[src/rtl/alu_mul_seq_pkg.sv]
// Shared definitions for the sequential shift-add multiplier and its ALU.
// Holds the FSM encoding, the ALU opcode used for the add step and the iteration count.
package alu_mul_seq_pkg;

   typedef enum logic [1:0] {
      IDLE = 2'd0,
      ITER = 2'd1,
      DONE = 2'd2
   } state_t;

   localparam logic [1:0] ALUC_ADD  = 2'b00;
   localparam logic [1:0] ALUC_SUB  = 2'b01;
   localparam logic [1:0] ALUC_AND  = 2'b10;
   localparam logic [1:0] ALUC_OR   = 2'b11;
   localparam int         MUL_ITERS = 32;

endpackage

[src/rtl/alu_mul_seq_alu.sv]
// Datapath ALU: 32-bit add/sub/and/or with zero and signed-overflow flags.
// Reused unchanged by the multiplier, which only drives the add opcode.
module alu_mul_seq_alu
   import alu_mul_seq_pkg::*;
(
   input  logic [31:0] x,
   input  logic [31:0] y,
   input  logic [1:0]  aluc,
   output logic [31:0] r,
   output logic        z,
   output logic        v
);

   always_comb begin
      r = 32'd0;
      v = 1'b0;
      case (aluc)
         ALUC_ADD: begin
            r = x + y;
            v = (x[31] == y[31]) && (r[31] != x[31]);
         end
         ALUC_SUB: begin
            r = x - y;
            v = (x[31] != y[31]) && (r[31] != x[31]);
         end
         ALUC_AND: r = x & y;
         ALUC_OR:  r = x | y;
         default:  r = 32'd0;
      endcase
      z = (r == 32'd0);
   end

endmodule

[src/rtl/alu_mul_seq.sv]
// Unsigned 32x32->64 multiplier: one shift-add step per clock through the shared ALU.
// Fixed 32-iteration latency; start/busy/done handshake toward the control unit.
module alu_mul_seq
   import alu_mul_seq_pkg::*;
#(
   parameter int WIDTH = 32,
   parameter int CNT_W = 6
) (
   input  logic             Clk,
   input  logic             Rst,
   input  logic             Start,
   input  logic [WIDTH-1:0] A,
   input  logic [WIDTH-1:0] B,
   output logic             Busy,
   output logic             Done,
   output logic [WIDTH-1:0] Hi,
   output logic [WIDTH-1:0] Lo,
   output logic             Z,
   output logic             Ovf,
   output logic [1:0]       dbg_state
);

   // Handshake: Start is taken only in IDLE; Busy marks ITER, Done is a one-cycle
   // result-valid pulse, and Start seen while Busy or Done is dropped, not queued.

   state_t             state;
   state_t             state_nxt;
   logic [CNT_W-1:0]   count;
   logic [WIDTH-1:0]   mcand;
   logic [WIDTH-1:0]   alu_r;
   logic               alu_z_unused;
   logic               alu_v_unused;
   logic               carry;
   logic               last_iter;
   logic [WIDTH-1:0]   hi_nxt;
   logic [WIDTH-1:0]   lo_nxt;

   alu_mul_seq_alu u_alu (
      .x    (Hi),
      .y    (mcand),
      .aluc (ALUC_ADD),
      .r    (alu_r),
      .z    (alu_z_unused),
      .v    (alu_v_unused)
   );

   assign last_iter = (count == CNT_W'(MUL_ITERS - 1));
   assign dbg_state = state;

   always_comb begin
      state_nxt = state;
      Busy      = 1'b0;
      Done      = 1'b0;
      case (state)
         IDLE: if (Start) state_nxt = ITER;
         ITER: begin
            Busy = 1'b1;
            if (last_iter) state_nxt = DONE;
         end
         DONE: begin
            Done      = 1'b1;
            state_nxt = IDLE;
         end
         default: state_nxt = IDLE;
      endcase
   end

   // The ALU sum is only 32 bits; the carry out is rebuilt from the operand and sum MSBs.
   always_comb begin
      carry = (Hi[WIDTH-1] & mcand[WIDTH-1]) |
              ((Hi[WIDTH-1] | mcand[WIDTH-1]) & ~alu_r[WIDTH-1]);
      if (Lo[0]) begin
         hi_nxt = {carry, alu_r[WIDTH-1:1]};
         lo_nxt = {alu_r[0], Lo[WIDTH-1:1]};
      end else begin
         hi_nxt = {1'b0, Hi[WIDTH-1:1]};
         lo_nxt = {Hi[0], Lo[WIDTH-1:1]};
      end
   end

   always_ff @(posedge Clk) begin
      if (Rst) begin
         state <= IDLE;
         count <= '0;
         mcand <= '0;
         Hi    <= '0;
         Lo    <= '0;
         Z     <= 1'b0;
         Ovf   <= 1'b0;
      end else begin
         state <= state_nxt;
         case (state)
            IDLE: begin
               if (Start) begin
                  mcand <= A;
                  Hi    <= '0;
                  Lo    <= B;
                  count <= '0;
               end
            end
            ITER: begin
               Hi    <= hi_nxt;
               Lo    <= lo_nxt;
               count <= count + 1'b1;
               // Flags come from the final product so they land with Done, no extra cycle.
               if (last_iter) begin
                  Z   <= ({hi_nxt, lo_nxt} == '0);
                  Ovf <= (hi_nxt != '0);
               end
            end
            default: ;
         endcase
      end
   end

endmodule

[config.mk]
export PLATFORM = sky130hd
export DESIGN_NAME = alu_mul_seq
export DESIGN_NICKNAME = d
export VERILOG_FILES = /design/src/rtl/alu_mul_seq_pkg.sv /design/src/rtl/alu_mul_seq_alu.sv /design/src/rtl/alu_mul_seq.sv
export SDC_FILE = /design/constraint.sdc
export NUM_CORES = 1
export LEC_CHECK = 0
export BUFFER_PORTS_ARGS = -buffer_cell sky130_fd_sc_hd__buf_2
export CORE_ASPECT_RATIO = 2
export CORE_MARGIN = 1
export CORE_UTILIZATION = 30
export DETAILED_ROUTE_END_ITERATION = 8
export SLEW_MARGIN = 0
export SYNTH_ARGS = -nofsm -noshare
export SYNTH_HDL_FRONTEND = slang
export SYNTH_SLANG_ARGS = --single-unit
[constraint.sdc]
create_clock -name Clk -period 10.3 [get_ports Clk]
set_input_delay 2.06 -clock Clk [delete_from_list [all_inputs] [get_ports Clk]]
set_output_delay 2.06 -clock Clk [all_outputs]
set_load 0.01 [all_outputs]
==> impl_metrics.ini, run 1 <==
[run]
maxCapViolations = 0

[critical_path]
path_class = flip-flop to flip-flop
crit_required_ns = 10.56
cp-start-kind = flip-flop
r2r_slack_ns = 5.35
rr_worst_depth = 19
worstReg2RegEnd = Ovf$_SDFFE_PP0P_
end_kind = flip-flop
cp.arrival_ns = 5.21
rr_startpoint = Hi[18]$_SDFFE_PP0P_
cp_max_fo = 8

[floorplan]
pin_count = 137
start_util = 0.3084
core-area_sq_um = 21110
die-area_sq_um = 22330
die_h_microns = 210.3
rows = 75
fp.dieW_microns = 106.2

[route]
wl_mm = 23.28
vias_per_cell = 5.482
drt_iter0_drc = 236
firstDrtPassIters = 5
drcViolationCount = 0
wl_per_cell_microns = 18.68
ant_nets = 0
vias = 6831

[power_and_ir_drop]
vdd.ir_drop.worst_uv = 81.43
p_per_area_nw_per_um2 = 131.1
p_leak_nw = 3.175

[synthesis]
synth_top_flop_cell = dfxtp_1
yosysSeqAreaShare = 0.3259
synth.most_common_cell = nor2_1
syn_area_sq_um = 6511
yosys_warnings = 0
ys_types = 67
ys_ff_latch = 106
yosysTopAreaCellShare = 0.3259
synth_cells = 874
synth_edf_count = 0
yosys.area.top_type = dfxtp_1
synth_area_leaders = dfxtp_1 33%, a21oi_1 8.3%, nor2_1 8.1%
syn_nets = 975
ys_async_sr_fraction = 0
synth.avg_cell_area_sq_um = 7.450
ys_top_cells_by_count = 140 x nor2_1, 122 x nand2_1, 108 x a21oi_1

[sta]
final_max_slew_viol_count = 0
fin_ws_ns = 5.354
slew_headroom = 0.2970
setup_viol = 0
skew_ns = 0.01207
fin_crit_sh = 0.4802
maxClockFrequency_mhz = 202.2
tns_ns = 0
rsz0062_at_grt = false
hold_violations = 0
fin_crit_ns = 4.946
worst_slew_pin_slew_ns = 1.028

[worst_hold_path]
min_to = mcand[6]$_SDFFE_PP0P_
hp-start = mcand[6]$_SDFFE_PP0P_
worst_hold_path_type = flip-flop to flip-flop
hold_depth = 2

[layout]
finish.utilization = 0.3618
area_delta_synth_final_pct = 17.31
nets = 1074
drive_gt1_frac = 0.1853
n_antenna_cell = 0

[clock_network]
clock_latency_ns = 0.37
htree_num_levels = 3
cts_tree = built
post_cts_resized = 0
hold_buffers = 0
cts_made_buffers = 9
root_buffer = clkbuf_16
cts.sinks = 106
path_clk_slew_ns = 0.08
cts_setup_buffers = 0
clockBufferDepth = 2

[run_status]
outcome = finished clean

[placed_design]
portBuffers = 136
gp_congestion = 0.9106
hpwl_mm = 17.41
post-place-ws_ns = 5.361

[global_routing]
grt-ovfl-total = 0
grt.total_usage = 0.2126
grt_pass1_vias = 6861
grt_pass1_wl_mm = 36.37
grt_max_degree = 75
grt_antenna_before_repair = 0
## sequential cells by signal (all words and copies together) (netlist names)
signal / flops
Hi: 32
mcand: 32
Lo: 32
count: 6
Ovf: 1
dbg_state: 2
Z: 1
## stage by stage
step	cell area, sq um	instances	hold slack [ns]	power, mW
5_1_grt	7639	1246	0.4893	1.049
3_3_place_gp	7340	1231	0.4509	0.6527
4_1_cts	7639	1246	0.4627	1.015
3_5_place_dp	7340	1231	0.4533	0.6541
6_report	7639	1246	0.4590	1.001
2_1_floorplan	6511	874	0.4400	0.5826
## worst max-delay path by stage
stage / start / to / slack (ns) / depth (start not counted)
after floorplan: Hi[6]$_SDFFE_PP0P_ / Ovf$_SDFFE_PP0P_ / 5.95 / 19
after global placement: Hi[6]$_SDFFE_PP0P_ / Ovf$_SDFFE_PP0P_ / 5.46 / 19
after detailed placement: Hi[18]$_SDFFE_PP0P_ / Ovf$_SDFFE_PP0P_ / 5.36 / 19
after CTS: Hi[2]$_SDFFE_PP0P_ / Ovf$_SDFFE_PP0P_ / 5.35 / 19
after global routing: Hi[18]$_SDFFE_PP0P_ / Ovf$_SDFFE_PP0P_ / 4.92 / 19
final: Hi[18]$_SDFFE_PP0P_ / Ovf$_SDFFE_PP0P_ / 5.35 / 19
## area by class of cell
cell class              count  area (sq um)
inverters                  11         41.29
clock inverters             6         73.82
clock buffers               9         225.2
multi-input cells         703          4110
well taps                 269         336.6
repair buffers            142         728.2
flip-flops and latches    106          2123
fillers                  2305         13480
## placed cells by master, fill, tap and decap left out, types with 14 or more instances in the layout
| cell | instances |
|---|---|
| ha_1 | 32 |
| nor3_1 | 16 |
| nand3_1 | 18 |
| nor2_1 | 139 |
| nor2b_1 | 14 |
| o21ai_0 | 26 |
| dfxtp_1 | 105 |
| a22oi_1 | 19 |
| a21oi_1 | 108 |
| buf_2 | 135 |
| nand2_1 | 121 |
| nor4_1 | 32 |
## critical path, stage by stage, from the launching register on
cell       delay (ns)
dfxtp_1          0.36
ha_1             0.41
a21oi_1          0.27
o21ai_1          0.23
a21oi_1          0.35
o21ai_0          0.13
a21oi_1          0.21
nor2b_1          0.10
o21a_1           0.17
o21ai_0          0.14
a21oi_1          0.10
fa_1             0.46
nor4b_1          0.25
o211ai_1         0.13
a211oi_1         0.23
nand4_1          0.14
nor4_2           0.16
nand4bb_1        0.17
or4b_1           0.53
o31a_1           0.29
## metal layers
metal  wire length (microns)  part of all wire  GRT usage  vias up
met5                       0                 0          0        -
met4                    1712             0.074     0.1652        0
met3                     800             0.034    0.03278       88
met2                   12690              0.54     0.4035      183
met1                    8083              0.35     0.1974     3207
li1                        -                 -          -     3353
## cell families after synthesis
kind of cell / count (synthesis) / share of synthesized area
fa+ha+maj: 34 / 0.06764
compound gates: 256 / 0.2558
simple gates: 389 / 0.2708
mux: 12 / 0.01883
xor+xnor: 12 / 0.01614
flops: 106 / 0.3259
buf+inv: 65 / 0.04496
## where the power goes
part           switching, mW  total, mW  internal, mW
Clock                  0.168      0.358         0.190
Sequential            0.0220      0.454         0.432
Combinational          0.122      0.189        0.0666
No activity file was read; power rests on OpenSTA's default activity.
==> run 2, diff against run 1 <==
==> constraint.sdc (replaced) <==
create_clock -name Clk -period 4.32 [get_ports Clk]
set_input_delay 0.864 -clock Clk [delete_from_list [all_inputs] [get_ports Clk]]
set_output_delay 0.864 -clock Clk [all_outputs]
set_load 0.01 [all_outputs]
==> run 2 against run 1 <==
Net effect:
- sequential power grew 140%
- global-route usage is 1.3 points higher
- worst hold slack gained 0.0049 ns
- the run now ends with setup timing left
- first-iteration DRC count is 21% higher
- non-clock buffer count up 103
- largest power group unchanged
- sequential share of layout area down 2.9 points
- die area unchanged
- largest cell class unchanged
- design area up 13%
==> impl_metrics.ini, run 2 (synthesized netlist as in run 1, its figures left out) <==
[route]
drcViolationCount = 0
top_layer = met4
m1WireLength_mm = 8.721
dr_wl_met3_microns = 908
wl_per_cell_microns = 18.54
wl_mm = 25.03
wl_met2_mm = 13.59
vias_per_cell = 5.466
drt_iter0_drc = 285
ant_nets = 0
firstDrtPassIters = 5
vias = 7379

[floorplan]
core-area_sq_um = 21110
die_h_microns = 210.3
start_util = 0.3084
rows = 75
fp.dieW_microns = 106.2
die-area_sq_um = 22330
pin_count = 137

[critical_path]
path_class = flip-flop to flip-flop
cp-start-kind = flip-flop
cp_max_fo = 4
max_stage_delay_ns = 0.54
crit_slowest_cell = or4b_4
crit_buf_inv = 0
crit_top_cell = a21oi_2
worst-path-stages = 19
end_kind = flip-flop
crit_required_ns = 4.58
critical_path.cell_chain = ha_4, nand4_1, o221ai_2, a21oi_2, o21ai_2, a21oi_2, nor2b_1, o21a_1, o21ai_2, a21oi_2, fa_1, nor4b_2, o211ai_1, a211oi_1, nand4_1, nor4_2, nand4bb_1, or4b_4, o31a_1
rr_worst_depth = 19
cp.arrival_ns = 4.64
cp_top_family = simple AND/OR/NAND/NOR gates

[power_and_ir_drop]
sw_frac_of_total = 0.3226
clockPowerShare = 0.337
switchingPower_uw = 775.4
power_frac_comb = 0.214
seqPwrFrac = 0.450
p_leak_nw = 3.690
vdd.ir_drop.worst_uv = 179.0
p_per_area_nw_per_um2 = 279.6
p_int_mw = 1.628
fin_total_pwr_mw = 2.404

[clock_network]
hold_buffers = 0
clockBufferDepth = 2
root_buffer = clkbuf_16
cts_tree = built
htree_num_levels = 3
cts.sinks = 106
cts_made_buffers = 9
clock_latency_ns = 0.36
path_clk_slew_ns = 0.08

[layout]
mostFrequentLayoutCells = 137 x nor2_1, 135 x buf_2, 121 x nand2_1, 110 x buf_4, 98 x a21oi_1
drive_gt1_frac = 0.3006
nets = 1177
n_antenna_cell = 0
area_delta_synth_final_pct = 32.01
top_regs = Hi x32, Lo x32, mcand x32
fillCellCount = 2237
final_common_cell = nor2_1

[sta]
fin_ws_ns = -0.06014
hold_violations = 0
fin_crit_sh = 1.014
rsz0062_at_grt = true
final_max_slew_viol_count = 0
setup_viol = 2
fin_crit_ns = 4.380
slew_headroom = 0.2054
maxClockFrequency_mhz = 228.3
worst_slew_pin_slew_ns = 1.162
skew_ns = 0.01262

[run]
maxCapViolations = 0

[global_routing]
grt.total_usage = 0.2258
grt_max_degree = 68
grt_pass1_wl_mm = 38.94
grt_pass1_vias = 7587
grt_antenna_before_repair = 0
grt-ovfl-total = 0

[worst_hold_path]
hold_depth = 2
worst_hold_path_type = flip-flop to flip-flop

[placed_design]
portBuffers = 136
hpwl_mm = 18.82
post-place-ws_ns = -0.2568
gp_congestion = 0.9353

[run_status]
outcome = complete, but fails checks
violations = setup timing
## run 2: cell count changes in the layout (fill, tap and decap cells not counted), sizes merged
cell	before	now
buf	142	245
bufinv	1	0
clkbuf	9	10
clkinv	2	3
## run 2: final timing paths
kind                           from                      to  slack [ns]
max          mcand[10]$_SDFFE_PP0P_        Ovf$_SDFFE_PP0P_       -0.06
min          mcand[17]$_SDFFE_PP0P_  mcand[17]$_SDFFE_PP0P_        0.46
max reg2reg  mcand[10]$_SDFFE_PP0P_        Ovf$_SDFFE_PP0P_       -0.06
min reg2reg  mcand[17]$_SDFFE_PP0P_  mcand[17]$_SDFFE_PP0P_        0.46
## run 2: layer usage
metal	GRT usage	up-vias
li1	-	3558
met1	0.2135	3494
met2	0.4306	227
met3	0.03185	100
met4	0.1662	0
met5	0	-
## run 2: worst register-to-register path, cell delays in order (launching register included)
cell       delay [ns]
dfxtp_1          0.34
ha_4             0.29
nand4_1          0.15
o221ai_2         0.24
a21oi_2          0.08
o21ai_2          0.22
a21oi_2          0.10
nor2b_1          0.16
o21a_1           0.14
o21ai_2          0.06
a21oi_2          0.14
fa_1             0.47
nor4b_2          0.23
o211ai_1         0.11
a211oi_1         0.23
nand4_1          0.16
nor4_2           0.16
nand4bb_1        0.20
or4b_4           0.54
o31a_1           0.28
## run 2: per-stage QoR
stage | cells | hold slack [ns] | instance area (sq um) | utilization | TNS (ns)
2_1_floorplan | 874 | 0.4400 | 6515 | - | 0
3_3_place_gp | 1328 | 0.4503 | 8066 | 0.3820 | -0.2306
3_5_place_dp | 1328 | 0.4522 | 8066 | 0.3820 | -0.3929
4_1_cts | 1346 | 0.4615 | 8383 | 0.3970 | -0.09659
5_1_grt | 1350 | 0.4910 | 8596 | 0.4071 | -0.4109
6_report | 1350 | 0.4640 | 8596 | 0.4071 | -0.07003
## run 2: power by group through the flow
stage               sequential (mW)  combinational [mW]  clock, mW
CTS                            1.08               0.504      0.827
global route                   1.09               0.561      0.858
global placement               1.10               0.496          0
detailed placement             1.10               0.501          0
finish                         1.08               0.513      0.809
floorplan                      1.11               0.282          0
## run 2: cell type report
| type | count | area [sq um] | area share |
|---|---|---|---|
| clock buffer | 10 | 229.0 | 0.02664 |
| clock inverter | 6 | 48.80 | 0.005677 |
| inverter | 11 | 41.29 | 0.004803 |
| multi-input combinational | 703 | 4300 | 0.5003 |
| sequential | 106 | 2138 | 0.2488 |
| tap | 269 | 336.6 | 0.03916 |
| timing repair buffer | 245 | 1501 | 0.1747 |
## run 2: what timing repair did
item	CTS	global route
buffers inserted	2	4
endpoints found under the setup margin	2	2
resized for setup	6	39
cloned	0	0
pin swaps	3	6
==> run 3, diff against run 2 <==
--- a/config.mk
+++ b/config.mk
@@ -6,10 +6,13 @@
 export NUM_CORES = 1
 export LEC_CHECK = 0
 export BUFFER_PORTS_ARGS = -buffer_cell sky130_fd_sc_hd__buf_2
+export CELL_PAD_IN_SITES_DETAIL_PLACEMENT = 1
+export CELL_PAD_IN_SITES_GLOBAL_PLACEMENT = 2
 export CORE_ASPECT_RATIO = 2
 export CORE_MARGIN = 1
-export CORE_UTILIZATION = 30
+export CORE_UTILIZATION = 28
 export DETAILED_ROUTE_END_ITERATION = 8
+export PLACE_DENSITY_LB_ADDON = 0.1
 export SLEW_MARGIN = 0
 export SYNTH_ARGS = -nofsm -noshare
 export SYNTH_HDL_FRONTEND = slang
==> run 3 against run 2 <==
Net effect:
- the run now ends clean
- die area is 7.0% higher
- clock-buffer cell count unchanged
- worst setup slack better by 0.083 ns
- design area is 0.51% higher
- combinational power hardly changed
- flip-flop and latch count unchanged
- sequential share of layout area is 0.17 points lower
- total power grew 6.1%
- routed wire length increased by 11%
- clock skew grew 0.0024 ns
- via count decreased by 0.87%
==> impl_metrics.ini, run 3 (synthesized netlist as in run 1, its figures left out) <==
[clock_network]
hold_buffers = 0
cts_tree = built
cts_made_buffers = 9
root_buffer = clkbuf_16
cts.sinks = 106
clockBufferDepth = 2
path_clk_slew_ns = 0.08
htree_num_levels = 3
clock_latency_ns = 0.39

[critical_path]
cp-start-kind = flip-flop
rr_worst_depth = 19
cp.arrival_ns = 4.59
cp_max_fo = 2
crit_required_ns = 4.61
path_class = flip-flop to flip-flop
end_kind = flip-flop

[sta]
fin_crit_ns = 4.297
skew_ns = 0.01500
slew_headroom = 0.2312
fin_crit_sh = 0.9947
fin_ws_ns = 0.02289
maxClockFrequency_mhz = 232.7
rsz0062_at_grt = true
hold_violations = 0
tns_ns = 0
whs_ns = 0.4666
worst_slew_pin_slew_ns = 1.124
setup_viol = 0
final_max_slew_viol_count = 0

[power_and_ir_drop]
p_per_area_nw_per_um2 = 295.2
p_int_mw = 1.754
seqPwrFrac = 0.427
p_leak_nw = 3.740
sw_frac_of_total = 0.3123
switchingPower_uw = 796.4
clockPowerShare = 0.372
vdd.ir_drop.worst_uv = 226.0
fin_total_pwr_mw = 2.550
power_frac_comb = 0.202

[floorplan]
die_h_microns = 217.7
pin_count = 137
die-area_sq_um = 23910
start_util = 0.2863
fp.dieW_microns = 109.8
core-area_sq_um = 22740
rows = 78

[layout]
final_cell_count_no_fill = 1363
top_regs = Hi x32, Lo x32, mcand x32
n_antenna_cell = 0
area_delta_synth_final_pct = 32.69
mostFrequentLayoutCells = 136 x nor2_1, 135 x buf_2, 121 x nand2_1, 112 x buf_4, 100 x a21oi_1
nets = 1179
drive_gt1_frac = 0.2964
final_common_cell = nor2_1

[worst_hold_path]
hold_depth = 2
worst_hold_path_type = flip-flop to flip-flop

[route]
ant_nets = 0
wl_mm = 27.80
drt_iter0_drc = 246
vias = 7315
wl_per_cell_microns = 20.40
drcViolationCount = 0
vias_per_cell = 5.367
firstDrtPassIters = 4

[placed_design]
gp_congestion = 0.8315
hpwl_mm = 21.16
portBuffers = 136
post-place-ws_ns = -0.3338
dp.cells = 1340

[global_routing]
grt_max_degree = 68
grt_pass1_wl_mm = 42.85
grt-ovfl-total = 0
grt_antenna_before_repair = 0
grt.total_usage = 0.2408
grt_pass1_vias = 7875

[run_status]
outcome = finished clean

[run]
maxCapViolations = 0
## run 3: worst paths after layout
kind                                             from               endpoint  slack, ns
worst min-delay path            mcand[3]$_SDFFE_PP0P_  mcand[3]$_SDFFE_PP0P_       0.47
worst max register to register     Hi[2]$_SDFFE_PP0P_       Ovf$_SDFFE_PP0P_       0.02
worst max-delay path               Hi[2]$_SDFFE_PP0P_       Ovf$_SDFFE_PP0P_       0.02
worst min register to register  mcand[3]$_SDFFE_PP0P_  mcand[3]$_SDFFE_PP0P_       0.47
## run 3: routing by layer
metal	wire [microns]	vias to the layer above	global-route usage	share of wire
met5	0	-	0	0
met4	996	0	0.1004	0.036
met3	909	40	0.04513	0.033
met2	16060	131	0.4785	0.58
met1	9835	3588	0.2293	0.35
li1	-	3556	-	-
## run 3: timing repair
| item | CTS | global route |
|---|---|---|
| setup endpoints to repair | 2 | 2 |
| gates resized for setup | 13 | 26 |
| buffers inserted | 3 | 4 |
| pin swaps | 3 | 2 |
## run 3: final cells by class
cell class                      count  area [sq um]
Clock inverter                      6         88.84
Timing Repair Buffer              247          1516
Sequential cell                   106          2135
Tap cell                          280         350.3
Clock buffer                       10         239.0
Inverter                           11         41.29
Fill cell                        2863         14100
Multi-Input combinational cell    703          4269
## run 3: worst max-delay path, stage by stage, from the launching register on
cell and delay, ns:
dfxtp_1 0.33, ha_2 0.33, o211ai_2 0.12, o21ai_2 0.21
a21oi_2 0.10, o21ai_2 0.22, a21oi_2 0.09, nor2b_1 0.16
o21a_1 0.13, o21ai_1 0.05, a21oi_1 0.16, fa_1 0.47
nor4b_2 0.26, o211ai_1 0.13, a211oi_2 0.18, nand4_1 0.15
nor4_2 0.18, nand4bb_1 0.13, or4b_4 0.51, o31a_1 0.28
## run 3: stage by stage
stage	utilization	area [sq um]
final	0.3799	8640
after global routing	0.3799	8640
after CTS	0.3742	8509
after detailed placement	0.3557	8088
after global placement	0.3557	8088
after floorplan	-	6515
## run 3: power groups by stage
stage               clock network, mW  logic (mW)  registers, mW
floorplan                           0       0.282           1.11
global placement                    0       0.510           1.11
detailed placement                  0       0.514           1.11
CTS                             0.983       0.519           1.09
global route                     1.01       0.570           1.10
finish                          0.948       0.515           1.09
